==> src/rtl/rx_point_test_responder_pkg.sv <==
// Shared types for the RX point-test responder: message codes, FSM states,
// comparator control words and test-mode encodings.
package rx_pt_pkg;

  localparam int unsigned MSG_START_REQ  = 1;
  localparam int unsigned MSG_START_RESP = 2;
  localparam int unsigned MSG_CLR_REQ    = 3;
  localparam int unsigned MSG_CLR_RESP   = 4;
  localparam int unsigned MSG_RES_REQ    = 5;
  localparam int unsigned MSG_RES_RESP   = 6;
  localparam int unsigned MSG_END_REQ    = 7;
  localparam int unsigned MSG_END_RESP   = 8;

  typedef enum logic [3:0] {
    ST_IDLE,
    ST_WAIT_START,
    ST_SEND_START,
    ST_WAIT_CLR,
    ST_SEND_CLR,
    ST_COMPARE,
    ST_WAIT_RES,
    ST_SEND_RES,
    ST_WAIT_END,
    ST_SEND_END,
    ST_DONE,
    ST_ERROR
  } state_e;

  typedef enum logic [1:0] {
    CW_OFF     = 2'b00,
    CW_CLR     = 2'b01,
    CW_LFSR    = 2'b10,
    CW_PERLANE = 2'b11
  } cmp_cw_e;

  localparam logic [1:0] MODE_LFSR    = 2'b00;
  localparam logic [1:0] MODE_PERLANE = 2'b01;
  localparam int unsigned MODE_VALID_BIT = 1;  // i_mode=1x selects valid-train

  // States in which the partner owes us something and the watchdog runs.
  function automatic logic is_timed(state_e s);
    return s inside {ST_WAIT_START, ST_WAIT_CLR, ST_COMPARE, ST_WAIT_RES, ST_WAIT_END};
  endfunction

  function automatic cmp_cw_e mode_to_cw(logic [1:0] mode);
    cmp_cw_e cw;
    cw = CW_OFF;
    if (mode == MODE_LFSR)         cw = CW_LFSR;
    else if (mode == MODE_PERLANE) cw = CW_PERLANE;
    return cw;
  endfunction

endpackage

==> src/rtl/rx_point_test_responder_if.sv <==
// Sideband request/response bundle between the sideband link (master) and the
// point-test responder (slave).
interface rx_point_test_responder_if #(
  parameter int MSG_W     = 4,
  parameter int NUM_LANES = 16
);
  logic                 i_sb_msg_valid;
  logic [MSG_W-1:0]     i_sb_msg;
  logic                 i_sb_ready;
  logic                 o_sb_valid;
  logic [MSG_W-1:0]     o_sb_msg;
  logic [NUM_LANES-1:0] o_sb_data;

  modport master (
    output i_sb_msg_valid, i_sb_msg, i_sb_ready,
    input  o_sb_valid, o_sb_msg, o_sb_data
  );

  modport slave (
    input  i_sb_msg_valid, i_sb_msg, i_sb_ready,
    output o_sb_valid, o_sb_msg, o_sb_data
  );
endinterface

==> src/rtl/rx_point_test_responder_timeout.sv <==
// Wait-state watchdog: down-counter reloaded by clr_i, decremented while en_i,
// expired_o asserted on the last allowed cycle of a wait.
module rx_pt_timeout #(
  parameter int unsigned TIMEOUT_CYCLES = 1000000
) (
  input  logic clk,
  input  logic rst_n,
  input  logic clr_i,
  input  logic en_i,
  output logic expired_o
);
  localparam int CNT_W = (TIMEOUT_CYCLES > 2) ? $clog2(TIMEOUT_CYCLES) : 1;
  localparam logic [CNT_W-1:0] LOAD_VAL = CNT_W'(TIMEOUT_CYCLES - 1);

  logic [CNT_W-1:0] cnt_q;

  // NOTE: asynchronous active-low reset in the sensitivity list; all state
  // registers use non-blocking assignments so every flop samples pre-edge values.
  always_ff @(posedge clk or negedge rst_n) begin
    if (!rst_n) begin
      cnt_q <= LOAD_VAL;
    end else if (clr_i) begin
      cnt_q <= LOAD_VAL;
    end else if (en_i && (cnt_q != '0)) begin
      cnt_q <= cnt_q - 1'b1;
    end
  end

  assign expired_o = en_i && (cnt_q == '0);

endmodule

==> src/rtl/rx_point_test_responder.sv <==
// RX-side responder for the TX-initiated point test: sequences the sideband
// start/clear/result/end exchange and drives the pattern comparators and vref.
// Optional build macro RX_PT_LANE_MASK_EN adds i_lane_mask (masked lanes pass).
module rx_point_test_responder
  import rx_pt_pkg::*;
#(
  parameter int NUM_LANES      = 16,
  parameter int MSG_W          = 4,
  parameter int VREF_W         = 4,
  parameter int VREF_TEST      = 8,
  parameter int TIMEOUT_CYCLES = 1000000
) (
  input  logic                 clk,
  input  logic                 rst_n,
  input  logic                 i_en,
  input  logic [1:0]           i_mode,
  input  logic                 i_pattern_done,
  input  logic                 i_cmp_ack,
  input  logic [NUM_LANES-1:0] i_cmp_results,
`ifdef RX_PT_LANE_MASK_EN
  input  logic [NUM_LANES-1:0] i_lane_mask,
`endif
  rx_point_test_responder_if.slave sb,
  output logic [1:0]           o_cmp_cw,
  output logic                 o_cmp_valid_en,
  output logic [VREF_W-1:0]    o_vref,
  output logic                 o_done,
  output logic                 o_timeout_err
);

  typedef struct packed {
    logic                 sb_valid;
    logic [MSG_W-1:0]     sb_msg;
    logic [NUM_LANES-1:0] sb_data;
    cmp_cw_e              cmp_cw;
    logic                 cmp_valid_en;
    logic [VREF_W-1:0]    vref;
    logic                 done;
    logic                 timeout_err;
  } out_t;

  state_e               state_q;
  out_t                 out_q;
  logic                 armed_q;  // comparators configured, awaiting i_cmp_ack
  logic [NUM_LANES-1:0] cmp_data_d;
  logic                 rx_start, rx_clr, rx_res, rx_end;
  logic                 capture, tmr_clr, tmr_en, tmr_expired;

`ifdef RX_PT_LANE_MASK_EN
  assign cmp_data_d = i_cmp_results | i_lane_mask;
`else
  assign cmp_data_d = i_cmp_results;
`endif

  assign rx_start = sb.i_sb_msg_valid && (sb.i_sb_msg == MSG_W'(MSG_START_REQ));
  assign rx_clr   = sb.i_sb_msg_valid && (sb.i_sb_msg == MSG_W'(MSG_CLR_REQ));
  assign rx_res   = sb.i_sb_msg_valid && (sb.i_sb_msg == MSG_W'(MSG_RES_REQ));
  assign rx_end   = sb.i_sb_msg_valid && (sb.i_sb_msg == MSG_W'(MSG_END_REQ));

  // COMPARE hands straight over to WAIT_RES, so the capture also restarts the watchdog.
  assign capture = (state_q == ST_COMPARE) && armed_q && i_cmp_ack;
  assign tmr_en  = is_timed(state_q);
  assign tmr_clr = !tmr_en || capture;

  rx_pt_timeout #(
    .TIMEOUT_CYCLES(TIMEOUT_CYCLES)
  ) u_timeout (
    .clk       (clk),
    .rst_n     (rst_n),
    .clr_i     (tmr_clr),
    .en_i      (tmr_en),
    .expired_o (tmr_expired)
  );

  always_ff @(posedge clk or negedge rst_n) begin
    if (!rst_n) begin
      state_q <= ST_IDLE;
      out_q   <= '0;
      armed_q <= 1'b0;
    end else if (!i_en) begin
      state_q <= ST_IDLE;
      out_q   <= '0;
      armed_q <= 1'b0;
    end else if (tmr_expired) begin
      state_q                 <= ST_ERROR;
      out_q                   <= '0;
      out_q.timeout_err       <= 1'b1;
      armed_q                 <= 1'b0;
    end else begin
      case (state_q)
        ST_IDLE: state_q <= ST_WAIT_START;

        ST_WAIT_START: if (rx_start) begin
          state_q        <= ST_SEND_START;
          out_q.sb_valid <= 1'b1;
          out_q.sb_msg   <= MSG_W'(MSG_START_RESP);
        end

        ST_SEND_START: if (sb.i_sb_ready) begin
          state_q        <= ST_WAIT_CLR;
          out_q.sb_valid <= 1'b0;
        end

        ST_WAIT_CLR: if (rx_clr) begin
          state_q        <= ST_SEND_CLR;
          out_q.sb_valid <= 1'b1;
          out_q.sb_msg   <= MSG_W'(MSG_CLR_RESP);
          out_q.cmp_cw   <= CW_CLR;
        end

        ST_SEND_CLR: if (sb.i_sb_ready) begin
          state_q        <= ST_COMPARE;
          out_q.sb_valid <= 1'b0;
          armed_q        <= 1'b0;
        end

        ST_COMPARE: begin
          // An ack coinciding with pattern_done belongs to no configured compare.
          if (!armed_q) begin
            if (i_pattern_done) begin
              armed_q            <= 1'b1;
              out_q.vref         <= VREF_W'(VREF_TEST);
              out_q.cmp_cw       <= mode_to_cw(i_mode);
              out_q.cmp_valid_en <= i_mode[MODE_VALID_BIT];
            end
          end else if (i_cmp_ack) begin
            state_q            <= ST_WAIT_RES;
            armed_q            <= 1'b0;
            out_q.sb_data      <= cmp_data_d;
            out_q.cmp_cw       <= CW_OFF;
            out_q.cmp_valid_en <= 1'b0;
          end
        end

        ST_WAIT_RES, ST_WAIT_END: begin
          if (rx_start) begin
            state_q            <= ST_SEND_START;
            out_q.sb_valid     <= 1'b1;
            out_q.sb_msg       <= MSG_W'(MSG_START_RESP);
            out_q.cmp_cw       <= CW_OFF;
            out_q.cmp_valid_en <= 1'b0;
            out_q.vref         <= '0;
          end else if (state_q == ST_WAIT_RES && rx_res) begin
            state_q        <= ST_SEND_RES;
            out_q.sb_valid <= 1'b1;
            out_q.sb_msg   <= MSG_W'(MSG_RES_RESP);
          end else if (state_q == ST_WAIT_END && rx_end) begin
            state_q        <= ST_SEND_END;
            out_q.sb_valid <= 1'b1;
            out_q.sb_msg   <= MSG_W'(MSG_END_RESP);
          end
        end

        ST_SEND_RES: if (sb.i_sb_ready) begin
          state_q        <= ST_WAIT_END;
          out_q.sb_valid <= 1'b0;
        end

        ST_SEND_END: if (sb.i_sb_ready) begin
          state_q        <= ST_DONE;
          out_q.sb_valid <= 1'b0;
          out_q.done     <= 1'b1;
          out_q.vref     <= '0;
        end

        ST_DONE, ST_ERROR: ;  // held until i_en drops

        default: begin
          state_q <= ST_IDLE;
          out_q   <= '0;
        end
      endcase
    end
  end

  assign sb.o_sb_valid   = out_q.sb_valid;
  assign sb.o_sb_msg     = out_q.sb_msg;
  assign sb.o_sb_data    = out_q.sb_data;
  assign o_cmp_cw        = out_q.cmp_cw;
  assign o_cmp_valid_en  = out_q.cmp_valid_en;
  assign o_vref          = out_q.vref;
  assign o_done          = out_q.done;
  assign o_timeout_err   = out_q.timeout_err;

endmodule

==> src/flat_wrapper.sv <==
// flat-port wrapper written by rule: the top's interface ports become plain ports
module rx_point_test_responder_flat import rx_pt_pkg::*;
#(
  parameter int NUM_LANES      = 16,
  parameter int MSG_W          = 4,
  parameter int VREF_W         = 4,
  parameter int VREF_TEST      = 8,
  parameter int TIMEOUT_CYCLES = 1000000
)
  (clk, rst_n, i_en, i_mode, i_pattern_done, i_cmp_ack, i_cmp_results, o_cmp_cw, o_cmp_valid_en, o_vref, o_done, o_timeout_err, sb_i_sb_msg_valid, sb_i_sb_msg, sb_i_sb_ready, sb_o_sb_valid, sb_o_sb_msg, sb_o_sb_data);
  rx_point_test_responder_if #(.MSG_W(MSG_W), .NUM_LANES(NUM_LANES)) sb_i ();
  input  logic clk;
  input  logic rst_n;
  input  logic i_en;
  input  logic [1:0] i_mode;
  input  logic i_pattern_done;
  input  logic i_cmp_ack;
  input  logic [NUM_LANES-1:0] i_cmp_results;
  output logic [1:0] o_cmp_cw;
  output logic o_cmp_valid_en;
  output logic [VREF_W-1:0] o_vref;
  output logic o_done;
  output logic o_timeout_err;
  input wire logic [$bits(sb_i.i_sb_msg_valid)-1:0] sb_i_sb_msg_valid;
  input wire logic [$bits(sb_i.i_sb_msg)-1:0] sb_i_sb_msg;
  input wire logic [$bits(sb_i.i_sb_ready)-1:0] sb_i_sb_ready;
  output wire logic [$bits(sb_i.o_sb_valid)-1:0] sb_o_sb_valid;
  output wire logic [$bits(sb_i.o_sb_msg)-1:0] sb_o_sb_msg;
  output wire logic [$bits(sb_i.o_sb_data)-1:0] sb_o_sb_data;
  assign sb_i.i_sb_msg_valid = sb_i_sb_msg_valid;
  assign sb_i.i_sb_msg = sb_i_sb_msg;
  assign sb_i.i_sb_ready = sb_i_sb_ready;
  assign sb_o_sb_valid = sb_i.o_sb_valid;
  assign sb_o_sb_msg = sb_i.o_sb_msg;
  assign sb_o_sb_data = sb_i.o_sb_data;
  rx_point_test_responder #(.NUM_LANES(NUM_LANES), .MSG_W(MSG_W), .VREF_W(VREF_W), .VREF_TEST(VREF_TEST), .TIMEOUT_CYCLES(TIMEOUT_CYCLES)) u_core (.clk(clk), .rst_n(rst_n), .i_en(i_en), .i_mode(i_mode), .i_pattern_done(i_pattern_done), .i_cmp_ack(i_cmp_ack), .i_cmp_results(i_cmp_results), .sb(sb_i), .o_cmp_cw(o_cmp_cw), .o_cmp_valid_en(o_cmp_valid_en), .o_vref(o_vref), .o_done(o_done), .o_timeout_err(o_timeout_err));
endmodule
==> config.mk <==
export PLATFORM = sky130hd
export DESIGN_NAME = rx_point_test_responder_flat
export DESIGN_NICKNAME = d
export VERILOG_FILES = /design/src/rtl/rx_point_test_responder_pkg.sv /design/src/rtl/rx_point_test_responder_if.sv /design/src/rtl/rx_point_test_responder_timeout.sv /design/src/rtl/rx_point_test_responder.sv /design/src/flat_wrapper.sv
export SDC_FILE = /design/constraint.sdc
export NUM_CORES = 1
export LEC_CHECK = 0
export BUFFER_PORTS_ARGS = -buffer_cell sky130_fd_sc_hd__clkbuf_2
export CORE_AREA = 2 2 98 100
export DETAILED_ROUTE_END_ITERATION = 8
export DIE_AREA = 0 0 100 102
export PLACE_DENSITY_LB_ADDON = 0.2
export SLEW_MARGIN = 20
export SYNTH_ARGS = -nofsm -noshare
export SYNTH_HDL_FRONTEND = slang
export SYNTH_SLANG_ARGS = --single-unit
==> constraint.sdc <==
create_clock -name clk -period 2.2 [get_ports clk]
set_input_delay 0.11 -clock clk [delete_from_list [all_inputs] [get_ports clk]]
set_output_delay 0.11 -clock clk [all_outputs]
set_load 0.01 [all_outputs]
==> impl_metrics.yaml, run 1 <==
outcome:
  status: "finished clean"
global_routing:
  grt_overflow: 0
  grt_max_degree: 46
  grt_pass1_wl_um: 13600
  grt_pass1_vias: 2796
  antenna_found_initial: 0
  track_usage_pct: 16.4
logic_synthesis:
  synth_compound_gate_area_share_pct: 23.5
  synth_ff_type: "dfrtp_1"
  ys_top_cells_by_area: "dfrtp_1 31%, dfstp_2 10%, a22o_1 4.5%"
  synth-warning-count: 0
  synth_edf_count: 0
  ys_seq_area_share_pct: 41.2
  synth_xor_area_share_pct: 2.24
  synth_cells: 329
  ys_ff_latch: 51
  synthAdderAreaFrac_pct: 0.799
  synth_top_family_by_area: "simple AND/OR/NAND/NOR gates"
  synth_area_um2: 3130
  netlist.area_leader.share_pct: 31.2
  synth.area.mux_share_pct: 1.92
  ys_types: 73
  yosys.area_share.simple_pct: 25.0
  postSynthAreaPerCell_um2: 9.52
  synth_top_area_cell: "dfrtp_1"
  async_flop_share_pct: 100
power:
  p_sw_share_pct: 38.4
  p_leak_nw: 1.65
  pwr-share-comb_pct: 43.8
  internal_power_mw: 1.83
  p_clk_share_pct: 19.9
  pwr_density_cell_nw_per_um2: 771
  vdd_drop_max_v: 0.000332
  p_sw_mw: 1.15
  pwr-share-seq_pct: 36.2
clocking:
  clkSinkCount: 51
  insertion_delay_ps: 310
  clockBufferDepth: 2
  ctsHtreeMaxLevel: 2
  cts-root-buf: "clkbuf_8"
  tritoncts: "built"
  cts_made_buffers: 5
  clkSlewWorstSetupHoldPaths_ps: 110
cells_and_area:
  areaGrowthSynthToFinish_pct: 23.4
  layout-drive-gt1-share_pct: 29.8
  num-nets-final: 440
  layoutNonFillerInstCount: 521
  antennaDiodeCount: 0
timing:
  setup_tns_ps: 0
  fin_crit_sh_pct: 94.3
  worst_pin_slew_ps: 657
  rsz0062_at_grt: "false"
  hold_viol_final: 0
  skew_ps: 13.4
  setup_viol: 0
  max-slew-margin-rel_pct: 56.1
  timing.fmax_mhz: 482
  min_period_ps: 2070
  slew_viol_final: 0
setup_path:
  setup.worst_path.class: "register to register"
  cp_top_family: "simple AND/OR/NAND/NOR gates"
  start_kind: "register"
  crit_slowest_cell: "dfstp_2"
  max_stage_delay_ps: 540
  crit_buf_inv: 1
  crit_path_end_kind: "register"
  required_ps: 2430
  crit_chain: "inv_1, ha_1, and4_2, and3_2, or4_1, a21oi_1"
  crit_fanout: 12
  critPathArrivalTime_ps: 2310
floorplanning:
  die_h_um: 102
  dieArea_um2: 10200
  core-area_um2: 9110
  initial_core_util_pct: 34.4
  rows: 35
  pin_count: 59
  die_w_um: 100
flow_run:
  drv_cap: 0
detailed_routing:
  vias: 2818
  drtPass1Iterations: 4
  post_drt_wl_per_cell_um: 15.6
  drt_drc_violations_left: 0
  ant_nets: 0
  wl_um: 8130
  vias_per_cell: 5.41
  drt_iter0_drc: 85
placement:
  place.detailed.hpwl_um: 5970
  gp_congestion: 0.821
  dp_cells: 503
  io_buffers: 54
worst_hold_path:
  hp-class: "primary input to register"
## cells in the mapped netlist (all sizes together), types with 4 or more instances
library cell and count:
dfstp 12, dfrtp 39, nor2b 5, nor3 15, inv 6, a22o 16
xor2 7, nand4 11, nor2 17, mux2i 6, nand2 21, nand3b 5
o211ai 6, a21oi 18, nand3 14, nand2b 6, buf 21, clkbuf 4
and2 6, o21ai 16, and3 4, or4 5, nor4 5, o31ai 6
## final cells by class
cell class              count  area (µm²)
well taps                 111         139
multi-input cells         250        1700
fillers                   926        5240
clock inverters             3        26.3
clock buffers               5        68.8
flip-flops and latches     51        1290
inverters                   6        22.5
repair buffers             95         616
## power groups by stage
| stage | Sequential (mW) | Combinational [mW] | Clock (mW) |
|---|---|---|---|
| 6_report | 1.08 | 1.31 | 0.594 |
| 5_1_grt | 1.09 | 1.46 | 0.652 |
| 4_1_cts | 1.08 | 1.30 | 0.621 |
| 3_5_place_dp | 1.10 | 1.27 | 0 |
| 3_3_place_gp | 1.10 | 1.28 | 0 |
| 2_1_floorplan | 1.08 | 0.823 | 0 |
## cells in the final DEF, fill, tap and decap left out, types with 14 or more instances in the layout
cell type | netlist | final
clkbuf_2 | 0 | 54
dfrtp_1 | 39 | 39
buf_4 | 5 | 30
nand2_1 | 21 | 21
a21oi_1 | 18 | 18
a22o_1 | 16 | 16
nor2_1 | 16 | 16
o21ai_0 | 16 | 15
nor3_1 | 14 | 14
nand3_1 | 14 | 14
## state kept, by name (all words and copies together), names as in the netlist
name and count:
u_core.o_timeout_err 1, u_core.armed_q 1, u_core.o_done 1, u_core.state_q 4, u_core.o_cmp_cw 2, u_core.o_vref 1
u_core.u_timeout.cnt_q 20, u_core.sb.o_sb_data 16, u_core.sb.o_sb_msg 3, u_core.o_cmp_valid_en 1, u_core.sb.o_sb_valid 1
## metal layers
metal	global-route usage (%)	vias up	wire length, µm
met4	4.64	0	89
met5	0	-	0
met2	27.1	63	3910
met1	22.3	1329	3810
met3	2.74	8	318
li1	-	1418	-
## repair_timing
action | in CTS | in global routing
resized for setup | 1 | 3
setup endpoints to repair | 16 | 16
setup buffers | 0 | 0
pin swaps | 0 | 1
hold buffers | 9 | 1
hold endpoints to repair | 14 | 1
## final timing paths
path / from / endpoint / slack, ps / cells after the start
setup reg to reg: u_core.u_timeout.cnt_q[0] / u_core.u_timeout.cnt_q[11] / 130 / 6
hold reg to reg: u_core.sb.o_sb_data[12] / u_core.sb.o_sb_data[12] / 520 / 1
hold / removal: i_cmp_results[9] / u_core.sb.o_sb_data[9] / 10 / 2
min in group asynchronous: rst_n / u_core.sb.o_sb_msg[3] / 170 / 2
setup / recovery: u_core.u_timeout.cnt_q[0] / u_core.u_timeout.cnt_q[11] / 130 / 6
max in group asynchronous: rst_n / u_core.u_timeout.cnt_q[0] / 1210 / 3
## stage by stage
step	utilization (%)	instance area (µm²)	power, mW	setup WS [ps]	hold slack, ps
floorplan	-	3140	1.90	232	-186
detailed placement	40.2	3660	2.37	-179	-18.2
global route	42.4	3870	3.21	8.98	3.63
global placement	40.2	3660	2.38	-92.3	-20.7
finish	42.4	3870	2.98	126	11.0
CTS	42.3	3850	3.00	76.5	2.67
## kinds of logic after synthesis
group / Yosys count
fa+ha+maj: 2
buf+inv: 31
xor+xnor: 8
mux: 6
flops: 51
simple gates: 132
other cells: 1
compound gates: 98
Power figures use the tool's default switching activity.
==> inputs of run 2 (changes only) <==
--- a/config.mk
+++ b/config.mk
@@ -6,11 +6,10 @@
 export NUM_CORES = 1
 export LEC_CHECK = 0
 export BUFFER_PORTS_ARGS = -buffer_cell sky130_fd_sc_hd__clkbuf_2
-export CORE_AREA = 2 2 98 100
+export CORE_AREA = 2 2 86 88
 export DETAILED_ROUTE_END_ITERATION = 8
-export DIE_AREA = 0 0 100 102
+export DIE_AREA = 0 0 88 90
 export PLACE_DENSITY_LB_ADDON = 0.2
-export SLEW_MARGIN = 20
 export SYNTH_ARGS = -nofsm -noshare
 export SYNTH_HDL_FRONTEND = slang
 export SYNTH_SLANG_ARGS = --single-unit
==> run 2 against run 1 <==
- sequential power barely moved
- global-route usage rose by 3.4 points
- flip-flop and latch count did not move
- largest cell class unchanged
- clock skew fell by 5.0 ps
- clock-buffer cell count did not move
- final area fell by 2.8%
- clock power fell by 3.5%
- sequential share of layout area rose by 0.97 points
- critical path type unchanged
- cell count fell by 4.0%
- first-iteration DRC count rose by 91%
==> impl_metrics.yaml, run 2 (synthesized netlist as in run 1, its figures left out) <==
outcome:
  status: "finished clean"
clocking:
  insertion_delay_ps: 310
  clockBufferDepth: 2
  clkSinkCount: 51
  clkSlewWorstSetupHoldPaths_ps: 100
  tritoncts: "built"
  cts-root-buf: "clkbuf_8"
  postCtsSetupRepairBufs: 0
  cts_made_buffers: 5
  ctsHtreeMaxLevel: 2
cells_and_area:
  antennaDiodeCount: 0
  layout-drive-gt1-share_pct: 29.4
  fill_cells: 652
  final_common_cell: "clkbuf_2"
  layout_common_cells: "54 x clkbuf_2, 39 x dfrtp_1, 27 x buf_4"
  num-nets-final: 431
  regArea_um2: 1290
  multi_input_area_um2: 1700
  final_area_um2: 3760
  layoutNonFillerInstCount: 500
  areaGrowthSynthToFinish_pct: 19.9
  largest_reg_flops: 20
  post-route-util_pct: 53.5
  regMostFlops: "u_core.u_timeout.cnt_q"
placement:
  dp_cells: 487
  gp_congestion: 0.888
  io_buffers: 54
  dp_slack_ps: -140
  place_area_um2: 3600
  place.detailed.hpwl_um: 5540
setup_path:
  r2r-end: "u_core.state_q[0]"
  rr_startpoint: "u_core.state_q[2]"
  reg2reg_slack_ps: 120
  r2r_cells: 6
  setup.worst_path.class: "register to register"
  start_kind: "register"
  crit_fanout: 14
  crit_path_end_kind: "register"
  required_ps: 2420
  critPathArrivalTime_ps: 2300
floorplanning:
  pin_count: 59
  die_w_um: 88
  rows: 31
  initial_core_util_pct: 44.6
  die_h_um: 90
  core-area_um2: 7020
  dieArea_um2: 7920
timing:
  max-slew-margin-rel_pct: 53.4
  worst_pin_slew_ps: 690
  fin_crit_sh_pct: 94.4
  fin_hold_ws_ps: 7.39
  setup_viol: 0
  hold_viol_final: 0
  setup_tns_ps: 0
  skew_ps: 8.34
  worst_slack_ps: 123
  min_period_ps: 2080
  slew_viol_final: 0
  rsz0062_at_grt: "false"
  timing.fmax_mhz: 482
detailed_routing:
  vias_per_cell: 5.75
  drt_drc_violations_left: 0
  wl_um: 7630
  ant_nets: 0
  post_drt_wl_per_cell_um: 15.3
  drtPass1Iterations: 4
  vias: 2873
  drt_iter0_drc: 162
power:
  p_total_mw: 2.88
  vdd_drop_max_v: 0.000326
  p_leak_nw: 1.60
  pwr_density_cell_nw_per_um2: 767
worst_hold_path:
  hp-class: "primary input to register"
  whs_endpoint: "u_core.sb.o_sb_data[5]"
  worst_hold_startpoint: "i_cmp_results[5]"
  hold_depth: 2
global_routing:
  grt_pass1_wl_um: 12700
  track_usage_pct: 19.8
  antenna_found_initial: 0
  grt_pass1_vias: 2576
  grt_max_degree: 25
  grt_overflow: 0
flow_run:
  drv_cap: 0
==> run 2: cell count changes in the layout (fill, tap and decap cells not counted), sizes merged <==
cell,before,now
buf,31,27
dlygate4sd3,10,5
==> run 2: power by group <==
group,switching [mW],internal (mW)
Sequential,0.0567,1.02
Clock,0.338,0.235
Combinational,0.704,0.532
Total,1.10,1.78
==> run 2: layout make-up <==
cell class | instances | share of cell area [%]
clock inverters | 3 | 0.699
multi-input cells | 250 | 45.3
inverters | 6 | 0.599
flip-flops and latches | 51 | 34.4
well taps | 99 | 3.30
clock buffers | 5 | 1.83
repair buffers | 86 | 13.9
==> run 2: how the worst max path moves through the flow <==
stage / start / endpoint / slack [ps] / depth (start not counted)
3_5_place_dp: u_core.u_timeout.cnt_q[1] / u_core.sb.o_sb_data[9] / -140 / 6
2_1_floorplan: u_core.u_timeout.cnt_q[0] / u_core.u_timeout.cnt_q[5] / 230 / 7
4_1_cts: u_core.u_timeout.cnt_q[1] / u_core.u_timeout.cnt_q[11] / 10 / 6
5_1_grt: u_core.state_q[2] / u_core.state_q[0] / 30 / 6
3_3_place_gp: u_core.u_timeout.cnt_q[0] / u_core.sb.o_sb_data[4] / -60 / 6
6_report: u_core.state_q[2] / u_core.state_q[0] / 120 / 6
==> run 2: what timing repair did <==
action,CTS,global route
pin swaps,0,1
hold buffers,2,3
endpoints found under the hold margin,14,3
gates resized for setup,1,3
setup endpoints to repair,16,3
==> run 2: routing by layer <==
| metal | track usage [%] | up-vias | wire (µm) |
|---|---|---|---|
| met5 | 0 | - | 0 |
| met4 | 4.74 | 0 | 32 |
| met3 | 3.03 | 2 | 372 |
| met2 | 31.1 | 87 | 3710 |
| met1 | 28.5 | 1397 | 3520 |
| li1 | - | 1387 | - |
==> run 2: critical path, stage by stage (launching register included) <==
cell	delay (ps)
dfrtp_1	470
buf_4	220
and2b_1	250
a211oi_1	70
a311o_1	390
a311oi_1	360
mux2i_1	240
==> inputs of run 3 (changes only) <==
--- a/config.mk
+++ b/config.mk
@@ -9,7 +9,7 @@
 export CORE_AREA = 2 2 86 88
 export DETAILED_ROUTE_END_ITERATION = 8
 export DIE_AREA = 0 0 88 90
-export PLACE_DENSITY_LB_ADDON = 0.2
+export PLACE_DENSITY = 0.69
 export SYNTH_ARGS = -nofsm -noshare
 export SYNTH_HDL_FRONTEND = slang
 export SYNTH_SLANG_ARGS = --single-unit
==> constraint.sdc (replaced) <==
create_clock -name clk -period 1.7 [get_ports clk]
set_input_delay 0.085 -clock clk [delete_from_list [all_inputs] [get_ports clk]]
set_output_delay 0.085 -clock clk [all_outputs]
set_load 0.01 [all_outputs]
==> run 3 against run 2 <==
- the flow now finishes with violations (setup timing)
- die area stayed put
- global-route usage is 6.2 points higher
- fmax is 5.6% higher
- utilization is 19 points higher
- combinational power is 120% higher
- routed wire length is 42% higher
- non-clock buffer count is 106 higher
- clock skew is 1.5 ps higher
- register-to-register slack worse by 390 ps
- sequential power is 33% higher
- critical path type unchanged
- highest routed layer unchanged
==> impl_metrics.yaml, run 3 (synthesized netlist as in run 1, its figures left out) <==
outcome:
  violations: "setup timing"
  status: "finished, violations left"
timing:
  rsz0062_at_grt: "true"
  worst_slack_ps: -267
  min_period_ps: 1970
  slew_viol_final: 0
  fin_crit_sh_pct: 116
  skew_ps: 9.87
  timing.fmax_mhz: 508
  setup_viol: 41
  hold_viol_final: 0
  setup_tns_ps: -5350
global_routing:
  grt_overflow: 0
  antenna_found_initial: 0
  grt_pass1_wl_um: 16500
  track_usage_pct: 26.0
  grt_pass1_vias: 3383
  grt_max_degree: 52
clocking:
  clockBufferDepth: 2
  cts-root-buf: "clkbuf_8"
  ctsHtreeMaxLevel: 2
  tritoncts: "built"
  cts_made_buffers: 5
  clkSlewWorstSetupHoldPaths_ps: 110
  insertion_delay_ps: 310
  clkSinkCount: 51
detailed_routing:
  drt_iter0_drc: 180
  vias_per_cell: 5.71
  drt_drc_violations_left: 0
  vias: 3469
  wl_um: 10800
  drtPass1Iterations: 5
  post_drt_wl_per_cell_um: 17.8
  ant_nets: 0
placement:
  dp_slack_ps: -304
  gp_congestion: 0.901
  place.detailed.hpwl_um: 6370
  io_buffers: 54
cells_and_area:
  areaGrowthSynthToFinish_pct: 63.5
  layout_common_cells: "96 x buf_4, 54 x clkbuf_2, 36 x dfrtp_1"
  final_common_cell: "buf_4"
  num-nets-final: 539
  regMostFlops: "u_core.u_timeout.cnt_q"
  antennaDiodeCount: 0
  largest_reg_flops: 20
  post-route-util_pct: 72.9
  layout-drive-gt1-share_pct: 53.8
flow_run:
  drv_cap: 0
setup_path:
  reg2reg_slack_ps: -270
  critPathArrivalTime_ps: 2160
  rr_startpoint: "u_core.state_q[2]"
  setup.worst_path.class: "register to register"
  start_kind: "register"
  crit_start: "u_core.state_q[2]"
  crit_fanout: 6
  crit_path_end_kind: "register"
  required_ps: 1890
worst_hold_path:
  hp-class: "primary input to register"
  worst_hold_startpoint: "i_mode[1]"
floorplanning:
  die_h_um: 90
  initial_core_util_pct: 44.6
  die_w_um: 88
  rows: 31
  pin_count: 59
  dieArea_um2: 7920
  core-area_um2: 7020
power:
  pwr_density_cell_nw_per_um2: 953
  p_leak_nw: 2.22
  vdd_drop_max_v: 0.000457
## run 3: cell count changes in the layout (fill, tap and decap cells not counted), moves of 5 or more
cell / delta
a21oi_1: -7
a21oi_2: +6
buf_4: +69
buf_6: +23
dlygate4sd3_1: +12
nand3_1: -5
nor3_1: -7
o21ai_0: -5
## run 3: worst max-delay path, stage by stage (launching register included)
cell and delay [ps]:
dfrtp_1 420, buf_6 140, buf_6 110, nand3b_1 140
nand3b_1 130, a32o_2 370, buf_4 160, a311oi_1 280
a211oi_1 90
## run 3: final cells by class
type	count	area, µm²
clock buffers	5	68.8
clock inverters	3	26.3
fillers	427	1900
inverters	6	25.0
multi-input cells	252	2120
flip-flops and latches	51	1290
well taps	99	124
repair buffers	192	1460
## run 3: power breakdown
group | total, mW | internal, mW | switching, mW
Combinational | 2.70 | 1.35 | 1.35
Clock | 0.766 | 0.304 | 0.462
Sequential | 1.42 | 1.32 | 0.0946
## run 3: per-stage QoR
stage          instances  total power, mW  hold slack (ps)  area [µm²]
2_1_floorplan        332             2.51             -211        3210
5_1_grt              608             5.10              175        5120
6_report             608             4.88              146        5120
4_1_cts              598             4.52             68.5        4880
3_3_place_gp         548             3.30              103        4130
3_5_place_dp         548             3.34              101        4130
## run 3: final timing paths
check                                        endpoint  cells after the start
max                                 u_core.state_q[1]                      8
max reg2reg                         u_core.state_q[1]                      8
min in group asynchronous       u_core.sb.o_sb_msg[1]                      3
max in group asynchronous  u_core.u_timeout.cnt_q[19]                      3
min                             u_core.o_cmp_valid_en                      4
min reg2reg                    u_core.sb.o_sb_data[2]                      1
## run 3: what timing repair did
action	in CTS	in global routing
hold buffers	17	0
gates cloned	1	1
setup buffers	28	16
resized for setup	62	41
pin swaps	41	32
hold endpoints to repair	55	0
setup endpoints to repair	49	50
## run 3: layer usage
| metal | vias up | wire, µm | share of wire, % | track usage, % |
|---|---|---|---|---|
| met3 | 28 | 516 | 4.8 | 4.22 |
| met4 | 0 | 247 | 2.3 | 6.54 |
| met2 | 129 | 5520 | 51 | 44.7 |
| met5 | - | 0 | 0 | 0 |
| li1 | 1622 | - | - | - |
| met1 | 1690 | 4560 | 42 | 33.7 |
